--- config.mk ---
export PLATFORM = sky130hd
export DESIGN_NAME = avalon_mem_bridge_flat
export DESIGN_NICKNAME = d
export VERILOG_FILES = /design/src/rtl/avalon_mem_bridge_pkg.sv /design/src/rtl/avalon_mem_bridge_if.sv /design/src/rtl/avalon_mem_bridge_lfsr16.sv /design/src/rtl/avalon_mem_bridge.sv /design/src/flat_wrapper.sv
export SDC_FILE = /design/constraint.sdc
export NUM_CORES = 1
export LEC_CHECK = 0
export CAP_MARGIN = 30
export CORE_ASPECT_RATIO = 0.7
export CORE_MARGIN = 2
export CORE_UTILIZATION = 33
export CTS_BUF_LIST = sky130_fd_sc_hd__clkbuf_8 sky130_fd_sc_hd__clkbuf_16
export CTS_CLUSTER_SIZE = 24
export DETAILED_ROUTE_END_ITERATION = 6
export GPL_TIMING_DRIVEN = 1
export PLACE_DENSITY = 0.8
export RECOVER_POWER = 25
export SLEW_MARGIN = 20
export SYNTH_ARGS = -nofsm -noshare
export SYNTH_HDL_FRONTEND = slang
export SYNTH_SLANG_ARGS = --single-unit
--- constraint.sdc ---
create_clock -name clk -period 2.15 [get_ports clk]
set_input_delay 0.645 -clock clk [delete_from_list [all_inputs] [get_ports clk]]
set_output_delay 0.645 -clock clk [all_outputs]
set_load 0.005 [all_outputs]
--- src/rtl/avalon_mem_bridge_pkg.sv ---
// Shared types and constants for avalon_mem_bridge: FSM states, LFSR constants, wait-counter width.
package avalon_mem_bridge_pkg;

  typedef enum logic [1:0] {
    ST_IDLE,
    ST_WAIT,
    ST_ACCESS,
    ST_RESP
  } state_e;

  // Fibonacci taps 16,14,13,11 expressed as a mask over bits [15:0].
  localparam logic [15:0] LFSR_SEED = 16'hACE1;
  localparam logic [15:0] LFSR_TAPS = 16'hB400;

  // 4 bits cover the programmed wait (0-15), 2 more absorb the random extra (0-3).
  localparam int WAIT_W  = 4;
  localparam int EXTRA_W = 2;
  localparam int CNT_W   = WAIT_W + EXTRA_W;

endpackage

--- src/rtl/avalon_mem_bridge_if.sv ---
// Avalon-MM port bundle between the CPU bus master and the avalon_mem_bridge slave.
interface avalon_mem_bridge_if;

  logic [31:0] address;
  logic        read;
  logic        write;
  logic [3:0]  byteenable;
  logic [31:0] writedata;
  logic        waitrequest;
  logic [31:0] readdata;

  modport master (
    output address, read, write, byteenable, writedata,
    input  waitrequest, readdata
  );

  modport slave (
    input  address, read, write, byteenable, writedata,
    output waitrequest, readdata
  );

endinterface

--- src/rtl/avalon_mem_bridge_lfsr16.sv ---
// 16-bit Fibonacci LFSR used to add pseudo-random stall cycles to bridge transfers.
module lfsr16
  import avalon_mem_bridge_pkg::*;
(
  input  logic        clk,
  input  logic        rst_n,
  input  logic        en,
  output logic [15:0] value
);

  always_ff @(posedge clk or negedge rst_n) begin
    if (!rst_n) begin
      value <= LFSR_SEED;
    end else if (en) begin
      value <= {value[14:0], ^(value & LFSR_TAPS)};
    end
  end

endmodule

--- src/rtl/avalon_mem_bridge.sv ---
// Avalon-MM slave to single-port synchronous SRAM bridge with programmable wait states.
// Define BRIDGE_STALL_RANDOM_EN to add 0-3 pseudo-random extra wait cycles per transfer.
module avalon_mem_bridge
  import avalon_mem_bridge_pkg::*;
#(
  parameter int READ_WAIT  = 2,
  parameter int WRITE_WAIT = 3,
  parameter int MEM_AW     = 11
) (
  input  logic                clk,
  input  logic                reset,
  avalon_mem_bridge_if.slave  bus,
  output logic                protocol_error,
  output logic                mem_en,
  output logic                mem_we,
  output logic [3:0]          mem_be,
  output logic [MEM_AW-1:0]   mem_addr,
  output logic [31:0]         mem_wdata,
  input  logic [31:0]         mem_rdata
);

  localparam logic [CNT_W-1:0] READ_N  = CNT_W'(READ_WAIT);
  localparam logic [CNT_W-1:0] WRITE_N = CNT_W'(WRITE_WAIT);

  state_e           state;
  logic [CNT_W-1:0] cnt;
  logic [CNT_W-1:0] load_cnt;
  logic             is_write;
  logic             any_req;
  logic             both_req;
  logic             req_held;
  logic [31:0]      hold_q;
  logic             unused_bits;

  assign any_req  = bus.read | bus.write;
  assign both_req = bus.read & bus.write;
  // Abort test follows the request type that was accepted, not whichever line is high now.
  assign req_held = is_write ? bus.write : bus.read;

`ifdef BRIDGE_STALL_RANDOM_EN
  logic [15:0] lfsr_q;

  lfsr16 u_lfsr (
    .clk   (clk),
    .rst_n (reset),
    .en    (1'b1),
    .value (lfsr_q)
  );

  assign load_cnt    = (bus.write ? WRITE_N : READ_N) + CNT_W'(lfsr_q[1:0]);
  assign unused_bits = ^{bus.address[31:MEM_AW+2], lfsr_q[15:2]};
`else
  assign load_cnt    = bus.write ? WRITE_N : READ_N;
  assign unused_bits = ^bus.address[31:MEM_AW+2];
`endif

  // The master holds address/data stable while stalled, so the RAM side is a straight feed-through.
  assign mem_addr  = bus.address[MEM_AW+1:2];
  assign mem_be    = bus.byteenable;
  assign mem_wdata = bus.writedata;

  // A simultaneous read+write in IDLE is dropped, so it must not stall the master.
  assign bus.waitrequest = reset & any_req & (state != ST_RESP)
                         & ~((state == ST_IDLE) & both_req);
  assign bus.readdata    = (state == ST_RESP && !is_write) ? mem_rdata : hold_q;

  // NOTE: sequential state uses non-blocking assignments so every register samples
  // pre-edge values; blocking here would make results depend on statement order.
  always_ff @(posedge clk or negedge reset) begin
    if (!reset) begin
      state          <= ST_IDLE;
      cnt            <= '0;
      is_write       <= 1'b0;
      mem_en         <= 1'b0;
      mem_we         <= 1'b0;
      hold_q         <= '0;
      protocol_error <= 1'b0;
    end else begin
      mem_en <= 1'b0;
      mem_we <= 1'b0;
      unique case (state)
        ST_IDLE: begin
          if (both_req) begin
            protocol_error <= 1'b1;
          end else if (any_req) begin
            is_write <= bus.write;
            if (bus.address[1:0] != 2'b00) begin
              protocol_error <= 1'b1;
            end
            if (load_cnt == '0) begin
              state  <= ST_ACCESS;
              mem_en <= 1'b1;
              mem_we <= bus.write;
            end else begin
              cnt   <= load_cnt;
              state <= ST_WAIT;
            end
          end
        end
        ST_WAIT: begin
          if (!req_held) begin
            state <= ST_IDLE;
            cnt   <= '0;
          end else if (cnt == CNT_W'(1)) begin
            state  <= ST_ACCESS;
            cnt    <= '0;
            mem_en <= 1'b1;
            mem_we <= is_write;
          end else begin
            cnt <= cnt - CNT_W'(1);
          end
        end
        ST_ACCESS: begin
          state <= ST_RESP;
        end
        ST_RESP: begin
          if (!is_write) begin
            hold_q <= mem_rdata;
          end
          state <= ST_IDLE;
        end
        default: begin
          state <= ST_IDLE;
        end
      endcase
    end
  end

endmodule

--- src/flat_wrapper.sv ---
// flat-port wrapper written by rule: the top's interface ports become plain ports
module avalon_mem_bridge_flat import avalon_mem_bridge_pkg::*;
#(
  parameter int READ_WAIT  = 2,
  parameter int WRITE_WAIT = 3,
  parameter int MEM_AW     = 11
)
  (clk, reset, protocol_error, mem_en, mem_we, mem_be, mem_addr, mem_wdata, mem_rdata, bus_address, bus_read, bus_write, bus_byteenable, bus_writedata, bus_waitrequest, bus_readdata);
  avalon_mem_bridge_if bus_i ();
  input  logic clk;
  input  logic reset;
  output logic protocol_error;
  output logic mem_en;
  output logic mem_we;
  output logic [3:0] mem_be;
  output logic [MEM_AW-1:0] mem_addr;
  output logic [31:0] mem_wdata;
  input  logic [31:0] mem_rdata;
  input wire logic [$bits(bus_i.address)-1:0] bus_address;
  input wire logic [$bits(bus_i.read)-1:0] bus_read;
  input wire logic [$bits(bus_i.write)-1:0] bus_write;
  input wire logic [$bits(bus_i.byteenable)-1:0] bus_byteenable;
  input wire logic [$bits(bus_i.writedata)-1:0] bus_writedata;
  output wire logic [$bits(bus_i.waitrequest)-1:0] bus_waitrequest;
  output wire logic [$bits(bus_i.readdata)-1:0] bus_readdata;
  assign bus_i.address = bus_address;
  assign bus_i.read = bus_read;
  assign bus_i.write = bus_write;
  assign bus_i.byteenable = bus_byteenable;
  assign bus_i.writedata = bus_writedata;
  assign bus_waitrequest = bus_i.waitrequest;
  assign bus_readdata = bus_i.readdata;
  avalon_mem_bridge #(.READ_WAIT(READ_WAIT), .WRITE_WAIT(WRITE_WAIT), .MEM_AW(MEM_AW)) u_core (.clk(clk), .reset(reset), .bus(bus_i), .protocol_error(protocol_error), .mem_en(mem_en), .mem_we(mem_we), .mem_be(mem_be), .mem_addr(mem_addr), .mem_wdata(mem_wdata), .mem_rdata(mem_rdata));
endmodule
# [Yosys cells after proc, flatten, opt, wreduce, memory -nomap -nowiden]
# Index checks and enable logic that the tools add are counted.
[totals] ff_bits=44 input_bits=104 output_inout_bits=83 wordCells=69
[classes] add_sub_neg=1 eq_ne=9 n_mux=30 n_bitwise=9 n_reduce_logical=13
[op_table] cell="$mux W32" n=1
[op_table] cell="$mux W6" n=5
[op_table] cell="$mux W1" n=15
[op_table] cell="$pmux W6 S2" n=1
[op_table] cell="$mux W2" n=5
[op_table] cell="$reduce_and A3 Y1" n=3
[op_table] cell="$pmux W2 S4" n=1
[op_table] cell="$reduce_bool A2 Y1" n=4
[op_table] cell="$eq A6 B1 Y1 const B" n=1
[op_table] cell="$logic_not A6 Y1" n=1
[op_table] cell="$ne A2 B2 Y1 const B" n=3
[op_table] cell="$sub A6 B1 Y6 const B" n=1
[op_table] cell="$and A1 B1 Y1" n=5
[op_table] cell="$eq A2 B2 Y1 const B" n=2
[op_table] cell="$pmux W1 S2" n=2
[op_table] cell="$reduce_and A4 Y1" n=1
[op_table] cell="$ne A3 B3 Y1 const B" n=1
[op_table] cell="$not A1 Y1" n=3
[op_table] cell="$eq A2 B1 Y1 const B" n=1
[op_table] cell="$logic_not A2 Y1" n=1
[op_table] cell="$ne A2 B1 Y1 const B" n=1
[op_table] cell="$reduce_and A2 Y1" n=1
[op_table] cell="$logic_and A1 B1 Y1" n=1
[op_table] cell="$logic_not A1 Y1" n=1
[op_table] cell="$or A1 B1 Y1" n=1

# [Longest topological paths before layout]
[depth] ltp_word=6 depth_mapped=6

# [Worst setup path before layout]
# No wires, ideal clock.
[synth_timing] path_type="register -> output" startpoint="reg u_core.state[0]" endpoint="out bus_readdata[10]" arrival_ns=1.283 required_time_ns=1.505 path_slack_ns=0.222 stages_incl_launch_ff=7 path_buffers=3 cell_sequence="dfrtp_1 > buf_4 > nand2_2 > or2_1 > buf_6 > buf_12 > mux2_4"
[synth_between] elab_chain_len=3
[synth_lines] item="start, declared" line="avalon_mem_bridge.sv:25" source="state_e state;"
[synth_lines] item="start signal, assigned" line="avalon_mem_bridge.sv:71" source="state <= ST_IDLE;"
[synth_lines] item="start signal, assigned" line="avalon_mem_bridge.sv:91" source="state <= ST_ACCESS;"
[synth_lines] item="start signal, assigned" line="avalon_mem_bridge.sv:96" source="state <= ST_WAIT;"
[synth_lines] item="$eq A2 B2 Y1" line="avalon_mem_bridge.sv:65" source="assign bus.readdata = (state == ST_RESP && !is_write) ? mem_rdata : hold_q;"
[synth_lines] item="$logic_and A1 B1 Y1" line="avalon_mem_bridge.sv:65"
[synth_lines] item="$mux W32" line="avalon_mem_bridge.sv:65"
[synth_lines] item="end, declared" line="flat_wrapper.sv:25" source="output wire logic [$bits(bus_i.readdata)-1:0] bus_readdata;"
# Every way passes these cells.

# [Worst setup path after layout]
[layout_timing] startpoint="reg u_core.state[0]" endpoint="out bus_readdata[26]"
# The elaborated chain is that of the path after synthesis.

==> flow_summary.yaml <==
run_status:
  outcome: "finished with violations"
  violations: "setup timing"
final_layout:
  diodes: 0
  fin_cells: 361
  drive_above_1_share_pct: 52.1
  fin_area_mm2: 0.00350
  num-nets-final: 372
  syn_to_final_growth_pct: 47.6
  final_util_pct: 51.1
synthesis:
  synth_top_area_cell: "dfrtp_1"
  synthCells: 182
  ys_seq_area_share_pct: 46.4
  synthArstFlopShare_pct: 100
  synthTopCellsByArea: "dfrtp_1, mux2_4, buf_4"
  synth.top_cell.area_share_pct: 46.4
  synth-seq-cells: 44
  yosysWarnings: 0
  synth_common_cells: "buf_4, dfrtp_1, mux2_4"
  ys_types: 38
  synth_area_per_cell_um2: 13.0
  syn-num-nets: 288
  syn-cell-area_mm2: 0.00237
  synth-edff-count: 0
  synthFlopType: "dfrtp_1"
  synth.most_common_cell: "buf_4"
pwr:
  power_density_mw_per_mm2: 1320
  ir_drop_mv: 0.480
  p_leak_nw: 1.72
routing:
  totalWireLength_mm: 5.25
  remaining_drc_errors: 0
  drtAntennaViolNets: 0
  drt_iter0_markers: 44
  vias_per_cell: 4.44
  first_pass_iters: 5
  wire_per_inst_um: 14.5
  num_vias: 1604
worst_setup_path:
  path_max_fanout: 6
  critical_path_class: "reg -> out"
  critPathLaunchType: "flop"
  max_stage_delay_ns: 0.37
  cp-end-kind: "output pin"
  crit_chain: "nand2_2 -> or2_4 -> buf_16 -> buf_6 -> mux2_4 -> buf_6"
  crit_arrival_ns: 1.76
  cpMostUsedCell: "buf_6"
  crit_path_top_delay_cell: "dfrtp_1"
  worstPathRequired_ns: 1.50
floorplanning:
  initial_core_util_pct: 34.6
  die_x_um: 105
  rows: 25
  core_area_mm2: 0.00685
  die_area_mm2: 0.00789
  io_pins: 187
  die_y_um: 74.9
clocking:
  cts.sinks: 44
  cts_root_buf: "clkbuf_8"
  tritoncts: "built"
  worstSkewPairLatency_ns: 0.29
  cts.path.max_buffers: 2
  numCtsBuffers: 5
  clk_pin_slew_ns: 0.08
  h-tree-depth: 2
place:
  pre_cts_ws_ns: -0.441
  place_hpwl_mm: 3.32
  port_buffers: 73
  dpl.cell_count: 320
  place_area_mm2: 0.00297
  gp_congestion: 0.785
sta:
  fmax_ghz: 0.416
  post-route-min-period_ns: 2.41
  worst_pin_slew_ns: 1.12
  maxSlewViolCount: 0
  hold_viol: 0
  rsz0062_at_grt: "yes"
  postLayoutSetupSlackWorst_ns: -0.255
  fin_skew_ns: 0.00689
  final-setup-viol-count: 32
  fin_crit_sh_pct: 112
  slew-limit-headroom_pct: 25.3
global_routing:
  grt_pass1_wl_mm: 8.04
  grt_antenna_before_repair: 0
  gr-usage-all-layers_pct: 13.1
  grt-ovfl-total: 0
  grt_pass1_vias: 1576
  grt_max_degree: 45
run:
  max-cap-violations: 0
hold_path:
  hold_path.class: "reg -> reg"
layout by cell type, fill, tap and decap left out, types with 2 or more instances in the layout:
master	Yosys	final
dlygate4sd2_1	0	2
clkbuf_8	0	5
clkdlybuf4s50_1	0	37
buf_16	0	3
o21ai_0	4	4
clkinv_4	0	2
o31ai_1	2	2
nor3_1	2	2
nand2_1	5	5
ha_1	2	2
inv_1	3	3
a31oi_1	2	2
mux2_4	30	32
buf_12	3	3
dfrtp_1	44	44
buf_6	1	41
buf_4	48	40
nand2b_1	2	2
a21oi_1	4	4
nor2_1	6	6
routing by layer:
metal	global-route usage [%]	part of all wire (%)	up-vias
met5	0	0	-
met3	3.03	5.0	12
met4	5.04	1.6	0
met1	18.4	48	793
li1	-	-	742
met2	19.8	45	57
cell type report:
type / count / area [um2]
Sequential cell: 44 / 1100
Fill cell: 588 / 3350
Multi-Input combinational cell: 82 / 832
Clock inverter: 3 / 47.5
Inverter: 3 / 11.3
Timing Repair Buffer: 130 / 1320
Tap cell: 94 / 118
Clock buffer: 5 / 68.8
report_power, final:
part           switching, mW  internal (mW)  leakage, nW
combinational          0.846           1.75         1.14
sequential             0.171           1.21        0.523
clock                  0.289          0.350       0.0583
total                   1.31           3.31         1.72
worst max-delay path: cells and delay by family (launching register included):
family / cells / cell delay, ns
buffers and inverters: 3 / 0.42
and+or+nand+nor: 2 / 0.38
DFF: 1 / 0.37
muxes: 1 / 0.30
final timing paths:
check                                      startpoint                    end  slack, ns  cells after the start
worst max-delay path                  u_core.state[0]       bus_readdata[26]      -0.26                      6
worst min-delay path            u_core.protocol_error  u_core.protocol_error       0.48                      1
worst max register to register        u_core.state[0]       u_core.hold_q[7]       0.35                      8
worst min register to register  u_core.protocol_error  u_core.protocol_error       0.48                      1
max in group asynchronous                       reset      u_core.hold_q[23]       0.76                      2
min in group asynchronous                       reset          u_core.cnt[1]       0.69                      2
state kept, by name, summed over array words and instances (netlist names), named ones only:
name,cells
u_core.state,1
u_core.mem_en,1
u_core.mem_we,1
u_core.hold_q,32
u_core.is_write,1
u_core.protocol_error,1
u_core.cnt,6
cells by family after synthesis:
| family | after synthesis | synth area share [%] |
|---|---|---|
| AO/OA/AOI/OAI | 23 | 7.18 |
| multiplexers | 33 | 20.4 |
| buffers and inverters | 56 | 18.9 |
| AND/OR/NAND/NOR | 22 | 5.33 |
| flip-flops | 44 | 46.4 |
| XOR/XNOR | 2 | 0.739 |
| adder cells (fa/ha/maj) | 2 | 1.06 |
stage by stage:
step	TNS [ns]	total power, mW	hold WS [ns]
2_1_floorplan	0	2.46	0.349
3_3_place_gp	-9.01	3.49	0.455
3_5_place_dp	-9.23	3.55	0.446
4_1_cts	-6.82	4.55	0.477
5_1_grt	-7.80	4.93	0.492
6_report	-5.91	4.62	0.476
repair_timing:
action	CTS	global route
gates cloned	3	0
pin swaps	2	2
resized for setup	178	3
hold buffers	0	0
buffers inserted	22	8
endpoints found under the setup margin	33	32
(Power assumes the default switching activity.)
